<file path="src/rtl/uart_cmd_ctrl.sv">
// Command-frame controller behind the UART receiver: hunts SYNC, assembles
// SYNC/CMD/ADDR/DATA/CHK, and issues one-cycle register write/read strobes or an error pulse.
module uart_cmd_ctrl #(
  parameter logic [7:0] SYNC_BYTE = 8'hA5,
  parameter logic [7:0] CMD_WR    = 8'h01,
  parameter logic [7:0] CMD_RD    = 8'h02,
  parameter int         TIMEOUT   = 2048
) (
  input  logic       baud_clk,
  input  logic       reset,
  input  logic [7:0] rx_data,
  input  logic       rx_busy,
  output logic [7:0] reg_addr,
  output logic [7:0] reg_wdata,
  output logic       wr_en,
  output logic       rd_en,
  output logic       err,
  output logic [1:0] err_code,
  output logic       busy
);

  localparam int CNT_W = (TIMEOUT > 2) ? $clog2(TIMEOUT) : 1;
  localparam logic [CNT_W-1:0] CNT_LAST = CNT_W'(TIMEOUT - 1);

  typedef enum logic [2:0] {
    IDLE     = 3'd0,
    GET_CMD  = 3'd1,
    GET_ADDR = 3'd2,
    GET_DATA = 3'd3,
    GET_CHK  = 3'd4
  } state_t;

  state_t           state, state_n;
  logic             rx_busy_q;
  logic             byte_ev;
  logic [7:0]       cmd_q, addr_q, data_q;
  logic [7:0]       cmd_n, addr_n, data_n;
  logic [7:0]       reg_addr_n, reg_wdata_n;
  logic [7:0]       sum;
  logic             wr_n, rd_n, err_n;
  logic [1:0]       err_code_n;
  logic [CNT_W-1:0] cnt, cnt_n;

  // A completed byte is the falling edge of the receiver busy flag.
  assign byte_ev = rx_busy_q && !rx_busy;
  assign sum     = cmd_q + addr_q + data_q;
  assign busy    = (state != IDLE);

  always_ff @(posedge baud_clk or negedge reset) begin
    if (!reset) begin
      state     <= IDLE;
      rx_busy_q <= 1'b0;
      cmd_q     <= 8'h00;
      addr_q    <= 8'h00;
      data_q    <= 8'h00;
      cnt       <= '0;
      reg_addr  <= 8'h00;
      reg_wdata <= 8'h00;
      wr_en     <= 1'b0;
      rd_en     <= 1'b0;
      err       <= 1'b0;
      err_code  <= 2'd0;
    end else begin
      state     <= state_n;
      rx_busy_q <= rx_busy;
      cmd_q     <= cmd_n;
      addr_q    <= addr_n;
      data_q    <= data_n;
      cnt       <= cnt_n;
      reg_addr  <= reg_addr_n;
      reg_wdata <= reg_wdata_n;
      wr_en     <= wr_n;
      rd_en     <= rd_n;
      err       <= err_n;
      err_code  <= err_code_n;
    end
  end

  always_comb begin
    state_n     = state;
    cmd_n       = cmd_q;
    addr_n      = addr_q;
    data_n      = data_q;
    reg_addr_n  = reg_addr;
    reg_wdata_n = reg_wdata;
    wr_n        = 1'b0;
    rd_n        = 1'b0;
    err_n       = 1'b0;
    err_code_n  = err_code;
    cnt_n       = cnt;

    case (state)
      IDLE: begin
        if (byte_ev && rx_data == SYNC_BYTE) state_n = GET_CMD;
      end
      GET_CMD: begin
        if (byte_ev) begin
          if (rx_data == CMD_WR || rx_data == CMD_RD) begin
            cmd_n   = rx_data;
            state_n = GET_ADDR;
          end else begin
            state_n    = IDLE;
            err_n      = 1'b1;
            err_code_n = 2'd1;
          end
        end
      end
      GET_ADDR: begin
        if (byte_ev) begin
          addr_n  = rx_data;
          state_n = GET_DATA;
        end
      end
      GET_DATA: begin
        if (byte_ev) begin
          data_n  = rx_data;
          state_n = GET_CHK;
        end
      end
      GET_CHK: begin
        if (byte_ev) begin
          state_n = IDLE;
          if (sum == rx_data) begin
            reg_addr_n  = addr_q;
            reg_wdata_n = data_q;
            wr_n        = (cmd_q == CMD_WR);
            rd_n        = (cmd_q == CMD_RD);
          end else begin
            err_n      = 1'b1;
            err_code_n = 2'd2;
          end
        end
      end
      default: state_n = IDLE;
    endcase

    // Timeout sits in the else branch so a coincident byte event always wins.
    if (state == IDLE || byte_ev || rx_busy) begin
      cnt_n = '0;
    end else if (cnt == CNT_LAST) begin
      cnt_n      = '0;
      state_n    = IDLE;
      err_n      = 1'b1;
      err_code_n = 2'd3;
    end else begin
      cnt_n = cnt + 1'b1;
    end
  end

endmodule

</file>
<file path="config.mk">
export PLATFORM = sky130hd
export DESIGN_NAME = uart_cmd_ctrl
export DESIGN_NICKNAME = d
export VERILOG_FILES = /design/src/rtl/uart_cmd_ctrl.sv
export SDC_FILE = /design/constraint.sdc
export NUM_CORES = 1
export LEC_CHECK = 0
export CAP_MARGIN = 25
export CELL_PAD_IN_SITES_DETAIL_PLACEMENT = 0
export CELL_PAD_IN_SITES_GLOBAL_PLACEMENT = 1
export CORE_MARGIN = 2
export CORE_UTILIZATION = 42
export DETAILED_ROUTE_END_ITERATION = 10
export PLACE_DENSITY = 0.72
export RECOVER_POWER = 50
export SLEW_MARGIN = 25
export SYNTH_ARGS = -nofsm -noshare
export SYNTH_HDL_FRONTEND = slang
export SYNTH_SLANG_ARGS = --single-unit
</file>
<file path="constraint.sdc">
create_clock -name baud_clk -period 4.18 [get_ports baud_clk]
set_input_delay 1.254 -clock baud_clk [delete_from_list [all_inputs] [get_ports baud_clk]]
set_output_delay 1.254 -clock baud_clk [all_outputs]
set_load 0.05 [all_outputs]
</file>
==> impl_metrics.tcl, run 1 <==
set metrics [dict create \
    status "complete, but fails checks" \
    totalWireLength_mm 5.68 \
    synth_cells 230 \
    design_area_sq_mm 0.00353 \
    cts_setup_buffers 0 \
    synth_top_flop_cell "dfrtp_1" \
    cts_made_buffers 9 \
    failed_checks "capacitance limit, slew limit" \
    core_area_sq_mm 0.00676 \
    worst_setup_path_end_kind "flop" \
    ys_types 36 \
    viasPerCell 5.14 \
    post-route-min-period_ns 3.35 \
    grt.overflow.total 0 \
    wl_met1_mm 2.85 \
    rsz0062_at_grt "false" \
    finalHoldViolations 0 \
    clockRootBuffer "clkbuf_8" \
    fin_util_pct 52.3 \
    grt_pass1_wl_mm 9.67 \
    grt_max_degree 43 \
    cts_sinks 60 \
    syn_area_sq_mm 0.00293 \
    start_util_pct 43.4 \
    fin_skew_ns 0.00996 \
    cap_viol_max_count 1 \
    power.leakage_nw 1.68 \
    seq_power_share_pct 51.8 \
    ir_worst_vdd_mv 0.144 \
    syn_nets 256 \
    met3_length_um 157 \
    setup_tns_ns 0 \
    synth_warnings 0 \
    rows 30 \
    drive_above_1_share_pct 19.9 \
    cts_buffer_depth 2 \
    first_iter_violations 39 \
    switching_share_pct 21.3 \
    worst-path-max-fanout 9 \
    layout_common_cells "dfrtp_1, clkdlybuf4s50_1, mux2_2" \
    drtAntennaViolNets 0 \
    htree_levels 3 \
    drc_errors 0 \
    wire_per_inst_um 15.9 \
    dr.pass1.iters 4 \
    ys_ff_latch 60 \
    die_h_um 87.5 \
    fp.dieArea_sq_mm 0.00766 \
    clk_pin_slew_ns 0.06 \
    areaGrowthSynthToFinish_pct 20.7 \
    antenna_found_initial 0 \
    wl_met2_mm 2.50 \
    p_switching_uw 239 \
    diodes 0 \
    path_class "reg2reg" \
    cp.required_ns 4.40 \
    dp.final_hpwl_mm 4.04 \
    power.total_mw 1.13 \
    slew_headroom_pct -48.4 \
    cp.arrival_ns 3.56 \
    cts_tree "yes" \
    pwr-share-clk_pct 44.3 \
    startpoint_type "flop" \
    fp.dieW_um 87.5 \
    tightestPinTransition_ns 2.23 \
    cts_resized 0 \
    synthArstFlopShare_pct 100 \
    ios 33 \
    vias 1834 \
    power_density_mw_per_mm2 318 \
    port_buffers 32 \
    place_congestion 0.745 \
    final_common_cell "dfrtp_1" \
    synth-edff-count 0 \
    top_layer "met4" \
    fmax_mhz 299 \
    yosysSeqAreaShare_pct 51.3 \
    syn-mean-instance-area_sq_um 12.7 \
    holdBufCountCts 0 \
    fin_crit_sh_pct 80.0 \
    p_int_uw 886 \
    dpl-instance-area_sq_mm 0.00335 \
    finalMaxSlewViolations 43 \
    fin_nets 299 \
    p_comb_share_pct 3.8 \
    nFillCells 615 \
    gr-usage-all-layers_pct 17.1 \
    setup_viol 0 \
    hold_class "reg2reg" \
    grt_pass1_vias 1901 \
    clk_latency_ns 0.33 \
]
-- power groups by stage --
stage          Clock (mW)  Combinational (mW)  Sequential [mW]
3_5_place_dp            0              0.0444            0.594
4_1_cts             0.513              0.0446            0.583
2_1_floorplan           0              0.0118            0.596
5_1_grt             0.543              0.0483            0.583
6_report            0.499              0.0430            0.583
3_3_place_gp            0              0.0442            0.594
-- critical path, cell delays in order (launching register included) --
cell and delay [ns]:
dfrtp_1 0.42, fa_1 0.50, ha_1 0.25, fa_1 0.40, xnor2_1 0.15, xnor2_1 0.14, nor4_2 0.32, nand3_2 0.16
nor4_4 0.29, buf_4 0.24, mux2_2 0.35
-- kinds of logic after synthesis --
group | after synthesis | synth area share (%)
mux | 33 | 14.0
compound gates | 17 | 3.63
simple gates | 71 | 13.5
xor+xnor | 26 | 7.77
buf+inv | 8 | 1.41
fa+ha+maj | 15 | 8.46
flops | 60 | 51.3
-- flip-flops by register name (all words and copies together) (netlist names) --
register and count:
addr_q 8, err 1, reg_addr 8, err_code 2, wr_en 1, rd_en 1, cmd_q 8, data_q 8
rx_busy_q 1, cnt 11, reg_wdata 8, state 3
-- cell type report --
class	count	area (sq um)	area share, %
multi-input cells	162	1390	39.2
clock buffers	13	149	4.21
repair buffers	37	352	9.95
clock inverters	2	35.0	0.991
flip-flops and latches	60	1500	42.5
well taps	80	100	2.83
inverters	3	11.3	0.319
-- cells in the mapped netlist, types with 4 or more instances --
cell type | count | area (sq um)
mux2_4 | 10 | 150
ha_1 | 7 | 87.6
a21oi_1 | 6 | 30.0
fa_1 | 8 | 160
xnor2_1 | 13 | 114
xor2_1 | 13 | 114
nor2_1 | 19 | 71.3
nor2b_1 | 9 | 56.3
and3_1 | 5 | 31.3
nor3_1 | 5 | 25.0
mux2_2 | 23 | 259
dfrtp_1 | 60 | 1500
nand3_1 | 8 | 40.0
nand2_1 | 11 | 41.3
clkbuf_1 | 4 | 15.0
-- layer usage --
| layer | global-route usage, % | vias to the layer above |
|---|---|---|
| met5 | 0 | - |
| met4 | 10.2 | 0 |
| met3 | 3.60 | 13 |
| met2 | 24.4 | 33 |
| met1 | 24.0 | 908 |
| li1 | - | 880 |
-- final timing paths --
path / depth (start not counted) / startpoint / slack [ns] / endpoint
min in group asynchronous: 1 / reset / 1.58 / reg_addr[2]
worst max register to register: 10 / cmd_q[1] / 0.83 / reg_addr[6]
worst max-delay path: 10 / cmd_q[1] / 0.83 / reg_addr[6]
max in group asynchronous: 1 / reset / 1.33 / cnt[5]
worst min-delay path: 1 / cnt[0] / 0.48 / cnt[0]
worst min register to register: 1 / cnt[0] / 0.48 / cnt[0]
-- stage by stage --
step / hold WS (ns) / cells / setup slack, ns
floorplan: 0.447 / 230 / 0.887
global placement: 0.478 / 342 / 0.772
detailed placement: 0.476 / 342 / 0.752
CTS: 0.486 / 357 / 0.819
global route: 0.521 / 357 / 0.654
finish: 0.480 / 357 / 0.834
(Power assumes the default switching activity.)
==> inputs of run 2 (changes only) <==
clock period = 3.4 ns   (was 4.18 ns; I/O delays follow)
==> impl_metrics.tcl, run 2 (synthesis gave the netlist of run 1 again) <==
set metrics [dict create \
    cap_viol_max_count 1 \
    cts_buffer_depth 2 \
    fin_util_pct 54.2 \
    ios 33 \
    largest_reg_flops 11 \
    gr-usage-all-layers_pct 17.4 \
    antenna_found_initial 0 \
    instances_no_fill 368 \
    start_util_pct 43.4 \
    clk_latency_ns 0.34 \
    fin_skew_ns 0.00736 \
    cp.required_ns 3.63 \
    hold_path_startpoint "cnt[0]" \
    vias 1872 \
    totalWireLength_mm 5.94 \
    core_area_sq_mm 0.00676 \
    power.total_mw 1.43 \
    status "complete, but fails checks" \
    path_class "reg2reg" \
    clockRootBuffer "clkbuf_8" \
    port_buffers 32 \
    setup_tns_ns 0 \
    first_iter_violations 48 \
    cp.arrival_ns 3.53 \
    clk_pin_slew_ns 0.06 \
    rows 30 \
    power.leakage_nw 1.74 \
    dp_cells 348 \
    finalMaxSlewViolations 30 \
    hold_class "reg2reg" \
    rsz0062_at_grt "true" \
    cts_sinks 60 \
    final_common_cell "dfrtp_1" \
    setup_viol 0 \
    worst-path-max-fanout 7 \
    drive_above_1_share_pct 24.7 \
    drtAntennaViolNets 0 \
    setup_ws_ns 0.0954 \
    viasPerCell 5.09 \
    design_area_sq_mm 0.00366 \
    pre_cts_slack_ns 0.0649 \
    holdBufCountCts 0 \
    whs_path_depth 1 \
    reg2reg_slack_ns 0.1 \
    startpoint_type "flop" \
    regMostFlops "cnt" \
    r2r-end "reg_wdata[7]" \
    areaGrowthSynthToFinish_pct 25.0 \
    grt_pass1_wl_mm 9.79 \
    worst_setup_path_end_kind "flop" \
    finalHoldViolations 0 \
    layout_common_cells "dfrtp_1, clkdlybuf4s50_1, nor2_1" \
    fmax_mhz 303 \
    dpl-instance-area_sq_mm 0.00341 \
    post-route-min-period_ns 3.30 \
    slew_headroom_pct -2.31 \
    fin_nets 309 \
    place_congestion 0.814 \
    failed_checks "capacitance limit, slew limit" \
    tightestPinTransition_ns 1.53 \
    wire_per_inst_um 16.1 \
    cts_made_buffers 9 \
    htree_levels 3 \
    dr.pass1.iters 4 \
    fp.dieW_um 87.5 \
    ir_worst_vdd_mv 0.160 \
    fp.dieArea_sq_mm 0.00766 \
    r2r.worst_path.cells 9 \
    timing.rr.start "data_q[1]" \
    dp.final_hpwl_mm 4.24 \
    grt.overflow.total 0 \
    drc_errors 0 \
    hold_end "cnt[0]" \
    whs_ns 0.485 \
    cts_tree "yes" \
    die_h_um 87.5 \
    diodes 0 \
    grt_pass1_vias 1932 \
    fin_crit_sh_pct 97.2 \
    grt_max_degree 33 \
    power_density_mw_per_mm2 390 \
]
## run 2: cell count changes in the layout (fill, tap and decap cells not counted), sizes merged
cell	delta
buf	+9
clkinvlp	+1
clkinv	+1
## run 2: worst max-delay path: stages, from the launching register on
cell,delay [ns]
dfrtp_1,0.41
fa_1,0.56
ha_2,0.20
fa_2,0.44
xor2_1,0.16
nor4_2,0.30
nand3_2,0.16
nor4_4,0.42
buf_6,0.22
mux2_4,0.31
## run 2: where the power goes
group | internal [mW] | switching [mW]
clock network | 0.376 | 0.278
logic | 0.0213 | 0.0357
registers | 0.715 | 0.00118
## run 2: routing by layer
| metal | share of wire [%] | global-route usage, % |
|---|---|---|
| met5 | 0 | 0 |
| met1 | 50 | 24.4 |
| met4 | 2.5 | 10.1 |
| met3 | 2.5 | 3.03 |
| met2 | 45 | 25.5 |
## run 2: cell type report
cell class	count	area, sq um
Tap cell	80	100
Timing Repair Buffer	47	432
Sequential cell	60	1500
Inverter	3	11.3
Clock inverter	4	47.5
Multi-Input combinational cell	162	1410
Clock buffer	12	155
Fill cell	585	3100
## run 2: worst max-delay path by stage
| stage | startpoint | cells past startpoint | slack [ns] | to |
|---|---|---|---|---|
| after floorplan | cmd_q[1] | 10 | 0.11 | reg_addr[0] |
| after detailed placement | cmd_q[1] | 10 | 0.06 | reg_wdata[1] |
| final | data_q[1] | 9 | 0.1 | reg_wdata[7] |
| after global routing | data_q[1] | 9 | -0.06 | reg_wdata[6] |
| after global placement | cmd_q[1] | 10 | 0.15 | reg_wdata[1] |
| after CTS | cmd_q[1] | 10 | 0.05 | reg_wdata[1] |
## run 2: repair_timing
item	4_1_cts	5_1_grt
gates resized for setup	0	12
hold endpoints to repair	0	0
setup buffers	0	3
endpoints found under the setup margin	0	18
==> inputs of run 3 (changes only) <==
CAP_MARGIN = 15   (was 25)
CELL_PAD_IN_SITES_DETAIL_PLACEMENT = 1   (was 0)
CELL_PAD_IN_SITES_GLOBAL_PLACEMENT = 2   (was 1)
CORE_UTILIZATION = 38   (was 42)
PLACE_DENSITY = 0.76   (was 0.72)
==> impl_metrics.tcl, run 3 (synthesis gave the netlist of run 1 again) <==
set metrics [dict create \
    tightestPinTransition_ns 1.57 \
    cts_made_buffers 9 \
    power.total_mw 1.43 \
    power.leakage_nw 1.75 \
    drtAntennaViolNets 0 \
    wire_per_inst_um 16.7 \
    fin_skew_ns 0.00865 \
    post-route-min-period_ns 3.35 \
    dp.final_hpwl_mm 4.59 \
    rows 32 \
    startpoint_type "flop" \
    fmax_mhz 299 \
    status "complete, but fails checks" \
    cts_sinks 60 \
    finalMaxSlewViolations 30 \
    place_congestion 0.738 \
    grt.met1_usage_pct 21.7 \
    drc_errors 0 \
    cp.required_ns 3.61 \
    areaGrowthSynthToFinish_pct 26.8 \
    clk_pin_slew_ns 0.07 \
    gr-usage-all-layers_pct 16.3 \
    rsz0062_at_grt "true" \
    htree_levels 3 \
    instances_no_fill 389 \
    grt.overflow.total 0 \
    final_common_cell "dfrtp_1" \
    first_iter_violations 56 \
    core_area_sq_mm 0.00761 \
    dp_cells 370 \
    largest_reg_flops 11 \
    gr-usage-met2_pct 25.4 \
    diodes 0 \
    grt_max_degree 33 \
    fin_crit_sh_pct 98.4 \
    grt_pass1_wl_mm 10.5 \
    failed_checks "capacitance limit, slew limit" \
    dr.pass1.iters 3 \
    fin_util_pct 48.8 \
    cp.arrival_ns 3.56 \
    slew_headroom_pct -4.97 \
    setup_ws_ns 0.0534 \
    ir_worst_vdd_mv 0.180 \
    hold_class "reg2reg" \
    fp.dieW_um 91.8 \
    cap_viol_max_count 1 \
    regMostFlops "cnt" \
    totalWireLength_mm 6.48 \
    worst-path-max-fanout 7 \
    grt_use_met3_pct 3.29 \
    fin_nets 309 \
    path_class "reg2reg" \
    fp.dieArea_sq_mm 0.00843 \
    die_h_um 91.8 \
    finalHoldViolations 0 \
    pre_cts_slack_ns -0.00521 \
    clockRootBuffer "clkbuf_8" \
    setup_tns_ns 0 \
    antenna_found_initial 0 \
    layout_common_cells "dfrtp_1, clkdlybuf4s50_1, nor2_1" \
    grt_busiest_layer "met2" \
    port_buffers 32 \
    cts_buffer_depth 2 \
    power_density_mw_per_mm2 384 \
    ios 33 \
    viasPerCell 4.91 \
    start_util_pct 38.5 \
    drive_above_1_share_pct 25.4 \
    vias 1909 \
    worst_setup_path_end_kind "flop" \
    setup_viol 0 \
    clk_latency_ns 0.34 \
    cts_tree "yes" \
    grt_pass1_vias 2036 \
]
==> run 3: changes by cell type in the layout (fill, tap and decap cells not counted), sizes merged <==
cell and delta:
clkbuf -1, clkinv +1, clkinvlp -1
==> run 3: critical path: stages, from the launching register on <==
cell and delay [ns]:
dfrtp_1 0.43, fa_1 0.56, ha_2 0.20, fa_2 0.46, xor2_2 0.17, nor4_2 0.31
nand3_2 0.16, nor4_4 0.30, buf_4 0.19, buf_8 0.15, mux2_4 0.30
==> run 3: where the power goes <==
group / switching [mW] / total [mW] / internal, mW
combinational: 0.0359 / 0.0567 / 0.0208
sequential: 0.00113 / 0.716 / 0.715
clock: 0.281 / 0.654 / 0.373
==> run 3: final cells by class <==
| cell class | count | area [sq um] |
|---|---|---|
| Clock buffer | 11 | 151 |
| Inverter | 3 | 11.3 |
| Multi-Input combinational cell | 162 | 1430 |
| Timing Repair Buffer | 47 | 443 |
| Fill cell | 816 | 3890 |
| Sequential cell | 60 | 1500 |
| Tap cell | 102 | 128 |
| Clock inverter | 4 | 48.8 |
==> run 3: metrics by stage <==
stage	hold slack (ns)	cell area (sq um)
global route	0.518	3710
CTS	0.488	3640
global placement	0.475	3440
detailed placement	0.478	3440
floorplan	0.447	2930
finish	0.488	3710
==> run 3: timing repair <==
item | CTS | global route
gates resized for setup | 1 | 17
gates cloned | 0 | 1
setup endpoints to repair | 1 | 18
pin swaps | 0 | 6
hold buffers | 0 | 0
setup buffers | 0 | 3
==> run 3: worst paths after layout <==
check | from | end | slack [ns] | depth (start not counted)
setup reg to reg | data_q[1] | reg_addr[1] | 0.05 | 10
setup / recovery | data_q[1] | reg_addr[1] | 0.05 | 10
min in group asynchronous | reset | data_q[3] | 1.07 | 1
max in group asynchronous | reset | cmd_q[2] | 0.80 | 2
hold reg to reg | cnt[0] | cnt[0] | 0.49 | 1
hold / removal | cnt[0] | cnt[0] | 0.49 | 1
==> run 3: routing by layer <==
metal,part of all wire [%],vias up
met1,48,969
met3,2.6,9
met4,2.2,0
li1,-,902
met5,0,-
met2,47,29
